**config.mk**
```make
export PLATFORM = sky130hd
export DESIGN_NAME = dz_image_select_flat
export DESIGN_NICKNAME = d
export VERILOG_FILES = /design/src/rtl/dz_image_select_if.sv /design/src/rtl/dz_image_select.sv /design/src/flat_wrapper.sv
export SDC_FILE = /design/constraint.sdc
export NUM_CORES = 1
export LEC_CHECK = 0
export ABC_AREA = 1
export CAP_MARGIN = 20
export CORE_MARGIN = 2
export CORE_UTILIZATION = 25
export DETAILED_ROUTE_END_ITERATION = 12
export GPL_TIMING_DRIVEN = 1
export HOLD_SLACK_MARGIN = 0.05
export PLACE_DENSITY = 0.45
export SETUP_SLACK_MARGIN = 0.1
export SLEW_MARGIN = 20
export SYNTH_ARGS = -nofsm -noshare
export SYNTH_HDL_FRONTEND = slang
export SYNTH_SLANG_ARGS = --single-unit
```
**constraint.sdc**
```tcl
create_clock -name clk -period 1.54 [get_ports clk]
set_input_delay 0.308 -clock clk [delete_from_list [all_inputs] [get_ports clk]]
set_output_delay 0.308 -clock clk [all_outputs]
set_load 0.02 [all_outputs]
```
**src/rtl/dz_image_select_if.sv**
```systemverilog
// Stage-to-image bus between the game-control FSM and dz_image_select.
// The master drives load/stage/fail. The slave returns the image and colour selects.
interface dz_image_select_if #(
    parameter int STAGE_W = 5,
    parameter int IMG_W   = 4
);
    logic               load;
    logic [STAGE_W-1:0] stage_num;
    logic               fail;
    logic [IMG_W-1:0]   img_idx;
    logic               img_valid;
    logic               animal_lck;
    logic               range_err;
    logic               col_g_en;
    logic               col_r_en;

    modport master (
        output load, stage_num, fail,
        input  img_idx, img_valid, animal_lck,
        input  range_err, col_g_en, col_r_en
    );

    modport slave (
        input  load, stage_num, fail,
        output img_idx, img_valid, animal_lck,
        output range_err, col_g_en, col_r_en
    );
endinterface

```
**src/rtl/dz_image_select.sv**
```systemverilog
// Maps the egg-hatch stage number to a dz_show image index and matrix colour.
// DZ_BLINK_EN: when defined, the green columns blink every BLINK_DIV cycles while failing.
module dz_image_select #(
    parameter int          STAGE_W     = 5,
    parameter int          HATCH_STAGE = 16,
    parameter int          STAGE_SHIFT = 1,
    parameter int          ANIMAL_BASE = 8,
    parameter int          N_ANIMALS   = 4,
    parameter int          IMG_W       = 4,
    parameter logic [15:0] LFSR_SEED   = 16'hACE1
`ifdef DZ_BLINK_EN
    , parameter int        BLINK_DIV   = 25_000_000
`endif
) (
    input logic              clk,
    input logic              rst,
    dz_image_select_if.slave bus
);
    localparam int AW = (N_ANIMALS > 1) ? $clog2(N_ANIMALS) : 1;
    localparam logic [AW:0]          NA    = N_ANIMALS[AW:0];
    localparam logic [STAGE_W-1:0]   HATCH = HATCH_STAGE[STAGE_W-1:0];
    localparam logic [IMG_W-1:0]     BASE  = ANIMAL_BASE[IMG_W-1:0];

    typedef enum logic {IDLE, LOCKED} state_t;

    state_t          r_state;
    logic [15:0]     r_lfsr;
    logic [AW-1:0]   r_animal;
    logic [IMG_W-1:0] r_img;
    logic            r_valid;
    logic            r_lck;
    logic            r_rerr;
    logic            r_g;
    logic            r_r;

    logic            w_fb;
    logic [AW-1:0]   w_raw;
    logic [AW:0]     w_sub;
    logic [AW-1:0]   w_anim;
    logic            w_lt;
    logic            w_eq;
    logic            w_gt;

    // Fibonacci taps 16,14,13,11; the nonzero seed keeps it off the all-zero state
    assign w_fb   = r_lfsr[15] ^ r_lfsr[13] ^ r_lfsr[12] ^ r_lfsr[10];
    assign w_raw  = r_lfsr[AW-1:0];
    assign w_sub  = {1'b0, w_raw} - NA;
    assign w_anim = ({1'b0, w_raw} >= NA) ? w_sub[AW-1:0] : w_raw;

    assign w_lt = (bus.stage_num <  HATCH);
    assign w_eq = (bus.stage_num == HATCH);
    assign w_gt = (bus.stage_num >  HATCH);

    always_ff @(posedge clk) begin
        if (rst) begin
            r_state  <= IDLE;
            r_lfsr   <= LFSR_SEED;
            r_animal <= '0;
            r_img    <= '0;
            r_valid  <= 1'b0;
            r_lck    <= 1'b0;
            r_rerr   <= 1'b0;
        end else begin
            r_lfsr  <= {r_lfsr[14:0], w_fb};
            r_valid <= 1'b0;
            r_rerr  <= 1'b0;
            if (bus.load) begin
                unique case (1'b1)
                    w_lt: begin
                        r_img   <= IMG_W'(bus.stage_num >> STAGE_SHIFT);
                        r_state <= IDLE;
                        r_lck   <= 1'b0;
                        r_valid <= 1'b1;
                    end
                    w_eq: begin
                        r_state <= LOCKED;
                        r_lck   <= 1'b1;
                        r_valid <= 1'b1;
                        if (r_state == IDLE) begin
                            r_animal <= w_anim;
                            r_img    <= BASE + IMG_W'(w_anim);
                        end else begin
                            r_img    <= BASE + IMG_W'(r_animal);
                        end
                    end
                    w_gt: begin
                        r_rerr <= 1'b1;
                    end
                    default: begin
                        r_rerr <= 1'b0;
                    end
                endcase
            end
        end
    end

`ifdef DZ_BLINK_EN
    localparam int CW = (BLINK_DIV > 1) ? $clog2(BLINK_DIV) : 1;
    localparam logic [CW-1:0] CMAX = CW'(BLINK_DIV - 1);

    logic [CW-1:0] r_cnt;

    // r_r high means fail was low last cycle, so it marks the first fail cycle
    always_ff @(posedge clk) begin
        if (rst) begin
            r_g   <= 1'b0;
            r_r   <= 1'b1;
            r_cnt <= '0;
        end else if (!bus.fail) begin
            r_g   <= 1'b0;
            r_r   <= 1'b1;
            r_cnt <= '0;
        end else begin
            r_r <= 1'b0;
            if (r_r) begin
                r_g   <= 1'b1;
                r_cnt <= '0;
            end else if (r_cnt == CMAX) begin
                r_g   <= ~r_g;
                r_cnt <= '0;
            end else begin
                r_cnt <= r_cnt + 1'b1;
            end
        end
    end
`else
    always_ff @(posedge clk) begin
        if (rst) begin
            r_g <= 1'b0;
            r_r <= 1'b1;
        end else begin
            r_g <= bus.fail;
            r_r <= ~bus.fail;
        end
    end
`endif

    assign bus.img_idx    = r_img;
    assign bus.img_valid  = r_valid;
    assign bus.animal_lck = r_lck;
    assign bus.range_err  = r_rerr;
    assign bus.col_g_en   = r_g;
    assign bus.col_r_en   = r_r;
endmodule
```
**src/flat_wrapper.sv**
```systemverilog
// flat-port wrapper written by rule: the top's interface ports become plain ports
module dz_image_select_flat 
#(
    parameter int          STAGE_W     = 5,
    parameter int          HATCH_STAGE = 16,
    parameter int          STAGE_SHIFT = 1,
    parameter int          ANIMAL_BASE = 8,
    parameter int          N_ANIMALS   = 4,
    parameter int          IMG_W       = 4,
    parameter logic [15:0] LFSR_SEED   = 16'hACE1

)
  (clk, rst, bus_load, bus_stage_num, bus_fail, bus_img_idx, bus_img_valid, bus_animal_lck, bus_range_err, bus_col_g_en, bus_col_r_en);
  dz_image_select_if #(.STAGE_W(STAGE_W), .IMG_W(IMG_W)) bus_i ();
  input logic clk;
  input logic rst;
  input wire logic [$bits(bus_i.load)-1:0] bus_load;
  input wire logic [$bits(bus_i.stage_num)-1:0] bus_stage_num;
  input wire logic [$bits(bus_i.fail)-1:0] bus_fail;
  output wire logic [$bits(bus_i.img_idx)-1:0] bus_img_idx;
  output wire logic [$bits(bus_i.img_valid)-1:0] bus_img_valid;
  output wire logic [$bits(bus_i.animal_lck)-1:0] bus_animal_lck;
  output wire logic [$bits(bus_i.range_err)-1:0] bus_range_err;
  output wire logic [$bits(bus_i.col_g_en)-1:0] bus_col_g_en;
  output wire logic [$bits(bus_i.col_r_en)-1:0] bus_col_r_en;
  assign bus_i.load = bus_load;
  assign bus_i.stage_num = bus_stage_num;
  assign bus_i.fail = bus_fail;
  assign bus_img_idx = bus_i.img_idx;
  assign bus_img_valid = bus_i.img_valid;
  assign bus_animal_lck = bus_i.animal_lck;
  assign bus_range_err = bus_i.range_err;
  assign bus_col_g_en = bus_i.col_g_en;
  assign bus_col_r_en = bus_i.col_r_en;
  dz_image_select #(.STAGE_W(STAGE_W), .HATCH_STAGE(HATCH_STAGE), .STAGE_SHIFT(STAGE_SHIFT), .ANIMAL_BASE(ANIMAL_BASE), .N_ANIMALS(N_ANIMALS), .IMG_W(IMG_W), .LFSR_SEED(LFSR_SEED)) u_core (.clk(clk), .rst(rst), .bus(bus_i));
endmodule
```
==> results.toml, run 1 <==
[sta]
fin_skew_ns = 0.00501
setup_tns_ns = 0
fmax_ghz = 0.759
slew_viol_final = 0
slew_headroom_pct = 85.5
setup_viol = 0
fin_ws_ns = 0.222
hold_violations = 0
rsz0062_at_grt = "false"
tightest_slew_ns = 0.219
fin_crit_sh_pct = 85.6
min_period_ns = 1.32

[die]
num_io_pins = 18
die_w_um = 65.1
core_area_mm2 = 0.00363
die_area_mm2 = 0.00424
num_rows = 22
die_y_um = 65.1
initial_core_util_pct = 25.7

[drt]
drc = 0
firstDrtPassIters = 4
ant_nets = 0
num_vias = 680
vias_per_cell = 3.78
drt_iter0_drc = 23
finalWirelength_um = 1610
wl_per_cell_um = 8.94

[place]
placed_area_mm2 = 0.00118
numPortBuffers = 17
hpwl_um = 1190
place_ws_ns = 0.0316
place.gp.congestion = 0.739

[critical_path]
crit_fanout = 7
critPathCaptureType = "output port"
crit_type = "reg -> out"
cpPeakStageDelay_ns = 0.40
crit_buf_inv = 1
cp_slowest_cell = "dfxtp_2"
start_kind = "flop"
path_cells = "dlygate4sd2_1"
arrival_ns = 1.01
critPathRequiredTime_ns = 1.23
reg2reg_slack_ns = 0.51
cpLargestDelayFamily = "flip-flops"

[cells_and_area]
layout_common_cells = "dfxtp_1, nor2_1, inv_1"
diodes = 0
design_area_mm2 = 0.00122
layout.nets = 142
final_common_cell = "dfxtp_1"
drive_gt1_share_pct = 15.2
nFillCells = 394
ff_latch_area_um2 = 542
multi_input_area_um2 = 308
post-route-util_pct = 33.6
syn_to_final_growth_pct = 30.5

[clocking]
cts_buffer_depth = 2
cts_hold_buf = 0
numCtsBuffers = 3
numClockSinks = 27
cts.clk_slew.worst_paths_ns = 0.09
cts_tree = "done"
post_cts_buffers = 0
cts_resized = 9
root_buffer = "clkbuf_8"
htree_num_levels = 1
clk_latency_ns = 0.27

[synth]
syn-cell-area_um2 = 935
ys.warnings.count = 0
synth_top_area_share_pct = 57.8
synth_seq_area_share_pct = 57.8
ys_ff_latch = 27
ys_types = 19
synth_area_per_cell_um2 = 8.42
synth_top_cell_by_area = "dfxtp_1"
synth_cells = 111
syn_nets = 120
synthTopCellsByArea = "dfxtp_1, nor2_1, inv_1"

[min_path]
min-delay-path-class = "reg -> reg"

[pwr]
powerDensity_mw_per_mm2 = 1060
vdd_drop_max_mv = 0.317
power_leakage_nw = 0.585

[grt]
grt_use_total_pct = 8.88
grt_pass1_wl_um = 2900
grt_pass1_vias = 690
grt_overflow = 0
grt_max_degree = 15
antenna_found_initial = 0

[run]
cap_viol_max_count = 0

[status]
status = "completed"
[per-layer routing]
metal	global-route usage, %	up-vias	routed length [um]
li1	-	372	-
met1	11.4	297	807
met2	13.7	11	738
met3	1.88	0	64
met4	5.47	0	0
met5	0	-	0
[stage by stage]
step,hold WS (ns),std cells,total power [mW]
2_1_floorplan,0.388,111,0.858
5_1_grt,0.429,180,1.36
6_report,0.411,180,1.30
3_5_place_dp,0.398,176,0.934
3_3_place_gp,0.394,176,0.934
4_1_cts,0.414,180,1.32
[flip-flops by register name (all words and copies together) (netlist names)]
| name | cells |
|---|---|
| u_core.bus.img_valid | 1 |
| u_core.bus.img_idx | 4 |
| u_core.bus.col_r_en | 1 |
| u_core.r_state | 1 |
| u_core.bus.range_err | 1 |
| u_core.r_animal | 2 |
| u_core.r_lfsr | 16 |
| u_core.bus.col_g_en | 1 |
[logic make-up (layout without fill, tap and decap cells)]
group                  count (synthesis)  count (layout)  share of synthesized area [%]
flip-flops                            27              27                           57.8
XOR/XNOR                               2               2                           1.87
buffers and inverters                 22              43                           9.24
AO/OA/AOI/OAI                         11              11                           6.16
AND/OR/NAND/NOR                       49              49                           24.9
[cells in the mapped netlist]
cell,number
nand2_2,2
inv_1,19
nand3_1,5
o21ai_1,3
buf_2,2
xnor2_1,1
nand2_1,8
dfxtp_1,27
clkbuf_2,1
nor2_2,3
a21oi_1,5
nor2_1,21
nand3b_1,1
or2_2,7
xor2_1,1
o21ai_0,2
nor3_1,1
nand2_4,1
a21boi_0,1
[power breakdown]
| group | total (mW) | internal [mW] | switching [mW] | leakage (nW) |
|---|---|---|---|---|
| clock network | 0.391 | 0.185 | 0.206 | 0.0228 |
| registers | 0.755 | 0.740 | 0.0146 | 0.224 |
| logic | 0.151 | 0.0712 | 0.0799 | 0.338 |
| total | 1.30 | 0.996 | 0.301 | 0.585 |
[path summary, 6_finish.rpt]
kind / startpoint / end / cells past startpoint
worst max-delay path: u_core.r_state / bus_animal_lck / 1
worst min-delay path: u_core.r_lfsr[2] / u_core.r_lfsr[3] / 2
worst max register to register: u_core.r_state / u_core.r_animal[0] / 5
worst min register to register: u_core.r_lfsr[2] / u_core.r_lfsr[3] / 2
[cell type report]
cell class | count | share of cell area [%]
Tap cell | 48 | 4.92
Inverter | 19 | 5.85
Clock buffer | 4 | 3.69
Multi-Input combinational cell | 62 | 25.2
Sequential cell | 27 | 44.4
Timing Repair Buffer | 20 | 15.9
Note: power is estimated with default switching activity, not from simulation.
==> run 2: changes to the inputs <==
--- a/config.mk
+++ b/config.mk
@@ -7,13 +7,13 @@
 export LEC_CHECK = 0
 export ABC_AREA = 1
 export CAP_MARGIN = 20
-export CORE_MARGIN = 2
 export CORE_UTILIZATION = 25
 export DETAILED_ROUTE_END_ITERATION = 12
 export GPL_TIMING_DRIVEN = 1
 export HOLD_SLACK_MARGIN = 0.05
 export PLACE_DENSITY = 0.45
 export SETUP_SLACK_MARGIN = 0.1
+export SKIP_CTS_REPAIR_TIMING = 1
 export SLEW_MARGIN = 20
 export SYNTH_ARGS = -nofsm -noshare
 export SYNTH_HDL_FRONTEND = slang
==> run 2 against run 1 <==
Net effect: sequential power barely moved; cell count is 1.1% lower; non-clock buffer count unchanged; setup slack better by 0.11 ns; fmax rose by 9.0%; routed wire length is 3.6% lower; global-route usage fell by 0.38 points; hold slack worse by 0.0025 ns; highest routed layer is now met4.
==> results.toml, run 2 (same netlist as run 1, synthesis figures left out) <==
[sta]
rsz0062_at_grt = "false"
fin_crit_sh_pct = 78.5
setup_tns_ns = 0
fin_skew_ns = 0.00268
min_period_ns = 1.21
tightest_slew_ns = 0.238
slew_viol_final = 0
slew_headroom_pct = 84.1
hold_violations = 0
fmax_ghz = 0.827
fin_ws_ns = 0.331
setup_viol = 0

[clocking]
cts_buffer_depth = 2
numClockSinks = 27
root_buffer = "clkbuf_8"
clk_latency_ns = 0.26
htree_num_levels = 1
numCtsBuffers = 3
cts.clk_slew.worst_paths_ns = 0.08
cts_tree = "done"

[cells_and_area]
fin_cells = 178
design_area_mm2 = 0.00125
syn_to_final_growth_pct = 33.7
largest_register = "u_core.r_lfsr"
diodes = 0
layout_common_cells = "dfxtp_1, nor2_1, inv_1"
final_common_cell = "dfxtp_1"
layout.nets = 142
largest_register_ffs = 16
nFillCells = 362
drive_gt1_share_pct = 14.4

[min_path]
min-delay-path-class = "reg -> reg"

[grt]
grt_util_met2_pct = 13.2
grt_pass1_wl_um = 2730
grt_use_total_pct = 8.50
grt_busiest_layer = "met2"
grt_overflow = 0
met3_usage_pct = 3.44
antenna_found_initial = 0
grtUsageMet1_pct = 10.3
grt_max_degree = 28
grt_pass1_vias = 669

[pwr]
power_leakage_nw = 0.687
powerDensity_mw_per_mm2 = 1030
vdd_drop_max_mv = 0.420

[drt]
finalWirelength_um = 1550
wl_per_cell_um = 8.72
ant_nets = 0
num_vias = 681
vias_per_cell = 3.83
drt_iter0_drc = 17
drc = 0
firstDrtPassIters = 2

[critical_path]
start_kind = "input port"
arrival_ns = 1.37
reg2reg_slack_ns = 0.47
critPathCaptureType = "flop"
critPathRequiredTime_ns = 1.70
crit_fanout = 27
crit_type = "in -> reg"

[status]
status = "completed"

[place]
place.gp.congestion = 0.731
placed_area_mm2 = 0.00118
numPortBuffers = 17
hpwl_um = 1100
place_ws_ns = 0.0415
placed_cells = 174

[die]
die_w_um = 63.1
core_area_mm2 = 0.00347
num_io_pins = 18
die_y_um = 63.1
num_rows = 21
initial_core_util_pct = 26.9
die_area_mm2 = 0.00399

[run]
cap_viol_max_count = 0
==> run 2: changes by cell type in the layout (fill, tap and decap cells not counted) <==
| cell | previous run | this run |
|---|---|---|
| dfxtp_1 | 26 | 27 |
| dfxtp_2 | 1 | 0 |
| dlygate4sd2_1 | 9 | 0 |
| dlymetal6s2s_1 | 0 | 9 |
==> run 2: metrics by stage <==
stage	power (mW)	hold slack [ns]	util, %
2_1_floorplan	0.858	0.388	-
5_1_grt	1.37	0.426	36.0
6_report	1.29	0.408	36.0
3_5_place_dp	0.932	0.396	34.1
3_3_place_gp	0.932	0.393	34.1
4_1_cts	1.32	0.411	35.4
==> run 2: cell type report <==
type,instances,area [um^2],share of cell area [%]
clock buffers,4,45.0,3.60
inverters,19,71.3,5.71
multi-input cells,62,308,24.6
flip-flops and latches,27,541,43.2
well taps,46,57.6,4.60
repair buffers,20,228,18.2
==> run 2: metal layers <==
metal  wire [um]  part of all wire [%]
met5           0                     0
met3         102                   6.6
met4           8                  0.52
met1         809                    52
met2         632                    41
==> run 2: worst max-delay path: stages <==
cell and delay [ns]:
clkdlybuf4s50_1 0.50, buf_12 0.17, inv_1 0.08, nand2_1 0.06, a21boi_0 0.18, nor2_1 0.06
==> run 2: worst paths after layout <==
| kind | from | end | depth (start not counted) |
|---|---|---|---|
| min | u_core.r_lfsr[8] | u_core.r_lfsr[9] | 2 |
| max reg2reg | u_core.r_state | u_core.r_animal[1] | 6 |
| max | rst | u_core.bus.img_idx[0] | 6 |
| min reg2reg | u_core.r_lfsr[8] | u_core.r_lfsr[9] | 2 |
==> run 2: where the power goes <==
group          total (mW)  leakage [nW]  internal [mW]  switching, mW
clock               0.381        0.0228          0.185          0.197
sequential          0.753         0.224          0.740         0.0132
combinational       0.158         0.440         0.0776         0.0800
total                1.29         0.687           1.00          0.290
==> run 3: changes to the inputs <==
--- a/config.mk
+++ b/config.mk
@@ -11,7 +11,7 @@
 export DETAILED_ROUTE_END_ITERATION = 12
 export GPL_TIMING_DRIVEN = 1
 export HOLD_SLACK_MARGIN = 0.05
-export PLACE_DENSITY = 0.45
+export PLACE_DENSITY = 0.47
 export SETUP_SLACK_MARGIN = 0.1
 export SKIP_CTS_REPAIR_TIMING = 1
 export SLEW_MARGIN = 20
==> constraint.sdc (replaced) <==
create_clock -name clk -period 1.05 [get_ports clk]
set_input_delay 0.21 -clock clk [delete_from_list [all_inputs] [get_ports clk]]
set_output_delay 0.21 -clock clk [all_outputs]
set_load 0.02 [all_outputs]
==> run 3 against run 2 <==
Net effect: the run now ends with setup timing left; final area rose by 14%; power rose by 56%; register-to-register slack got worse by 0.52 ns; core utilization rose by 4.9 points; clock power rose by 55%; setup slack got worse by 0.38 ns; non-clock buffer count rose by 15; combinational power rose by 92%; sequential power rose by 47%; die area did not move; clock-buffer cell count fell by 1; largest cell class unchanged; largest power group unchanged.
==> results.toml, run 3 (same netlist as run 1, synthesis figures left out) <==
[cells_and_area]
fin_cells = 193
syn_to_final_growth_pct = 52.1
layout.nets = 157
post-route-util_pct = 41.0
final_common_cell = "inv_1"
diodes = 0
largest_register = "u_core.r_lfsr"
layout_common_cells = "inv_1, nor2_1, dfxtp_1"
largest_register_ffs = 16
drive_gt1_share_pct = 41.5

[critical_path]
crit_fanout = 4
cpPeakStageDelay_ns = 0.34
critPathCaptureType = "flop"
crit_type = "reg -> reg"
arrival_ns = 1.28
critPathRequiredTime_ns = 1.23
path_cells = "buf_6 > nand3b_1 > nor2_4 > o21ai_2 > o21ai_1 > inv_1"
start_kind = "flop"
cp_slowest_cell = "dfxtp_2"

[sta]
rsz0062_at_grt = "true"
setup_tns_ns = -0.124
fmax_ghz = 0.908
fin_crit_sh_pct = 105
fin_ws_ns = -0.0512
setup_viol = 4
tightest_slew_ns = 0.225
fin_skew_ns = 0.00532
hold_violations = 0
min_period_ns = 1.10
whs_ns = 0.299
slew_headroom_pct = 85.0
slew_viol_final = 0

[clocking]
cts.clk_slew.worst_paths_ns = 0.09
cts_buffer_depth = 2
cts_tree = "done"
clk_latency_ns = 0.27
root_buffer = "clkbuf_8"
htree_num_levels = 1
numCtsBuffers = 3
numClockSinks = 27

[drt]
wl_met2_um = 924
firstDrtPassIters = 3
dr_wl_met3_um = 73
ant_nets = 0
vias_per_cell = 4.05
num_vias = 782
finalWirelength_um = 1920
drt_iter0_drc = 40
topRoutingLayerUsed = "met4"
drc = 0
wl_per_cell_um = 9.94
m1WireLength_um = 874

[grt]
grt_pass1_wl_um = 3130
grt_overflow = 0
grt_use_total_pct = 10.1
grt_pass1_vias = 694
antenna_found_initial = 0
grt_max_degree = 17

[pwr]
powerDensity_mw_per_mm2 = 1410
seqPwrFrac_pct = 55.4
p_comb_share_pct = 15.1
vdd_drop_max_mv = 0.417
clkPwrFrac_pct = 29.4
swShare_pct = 24.6
power_leakage_nw = 0.720
cell_internal_pwr_mw = 1.52
p_switching_uw = 494

[status]
status = "finished with violations"
violations = "setup timing"

[min_path]
min-delay-path-class = "in -> reg"

[die]
initial_core_util_pct = 26.9
die_w_um = 63.1
num_io_pins = 18
die_y_um = 63.1
core_area_mm2 = 0.00347
die_area_mm2 = 0.00399
num_rows = 21

[place]
numPortBuffers = 17
place.gp.congestion = 0.732
placed_cells = 183
hpwl_um = 1350

[run]
cap_viol_max_count = 0
-- run 3: power by group through the flow --
stage / Clock, mW / Sequential [mW] / Combinational [mW]
final: 0.591 / 1.11 / 0.304
after global routing: 0.665 / 1.12 / 0.336
after CTS: 0.616 / 1.11 / 0.262
after detailed placement: 0 / 1.13 / 0.261
after global placement: 0 / 1.13 / 0.261
after floorplan: 0 / 1.15 / 0.107
-- run 3: layout make-up --
type / instances / area (um^2)
Multi-Input combinational cell: 62 / 354
Fill cell: 366 / 2050
Sequential cell: 27 / 552
Timing Repair Buffer: 35 / 338
Inverter: 19 / 71.3
Clock buffer: 3 / 41.3
Tap cell: 46 / 57.6
Clock inverter: 1 / 7.51
-- run 3: path summary, 6_finish.rpt --
kind | cells past startpoint | slack (ns) | start | endpoint
worst max register to register | 6 | -0.05 | u_core.r_state | u_core.r_animal[1]
worst max-delay path | 6 | -0.05 | u_core.r_state | u_core.r_animal[1]
worst min register to register | 2 | 0.41 | u_core.r_lfsr[2] | u_core.r_lfsr[3]
worst min-delay path | 3 | 0.30 | bus_stage_num[3] | u_core.bus.img_idx[2]
-- run 3: worst max-delay path, delay by kind of cell (launching register included) --
| kind | cells | cell delay (ns) |
|---|---|---|
| buffers and inverters | 2 | 0.16 |
| DFF | 1 | 0.34 |
| AOI/OAI and AO/OA | 2 | 0.16 |
| and+or+nand+nor | 2 | 0.35 |
-- run 3: metal layers --
layer | track usage (%) | up-vias
li1 | - | 400
met1 | 12.6 | 362
met2 | 16.0 | 16
met3 | 1.81 | 4
met4 | 6.10 | 0
met5 | 0 | -
-- run 3: stage by stage --
step           cell area, um^2  power (mW)  worst slack [ns]
3_3_place_gp              1240        1.39            -0.311
2_1_floorplan              936        1.26             0.109
5_1_grt                   1420        2.12            -0.120
4_1_cts                   1290        1.99            -0.404
3_5_place_dp              1240        1.39            -0.389
6_report                  1420        2.01           -0.0512
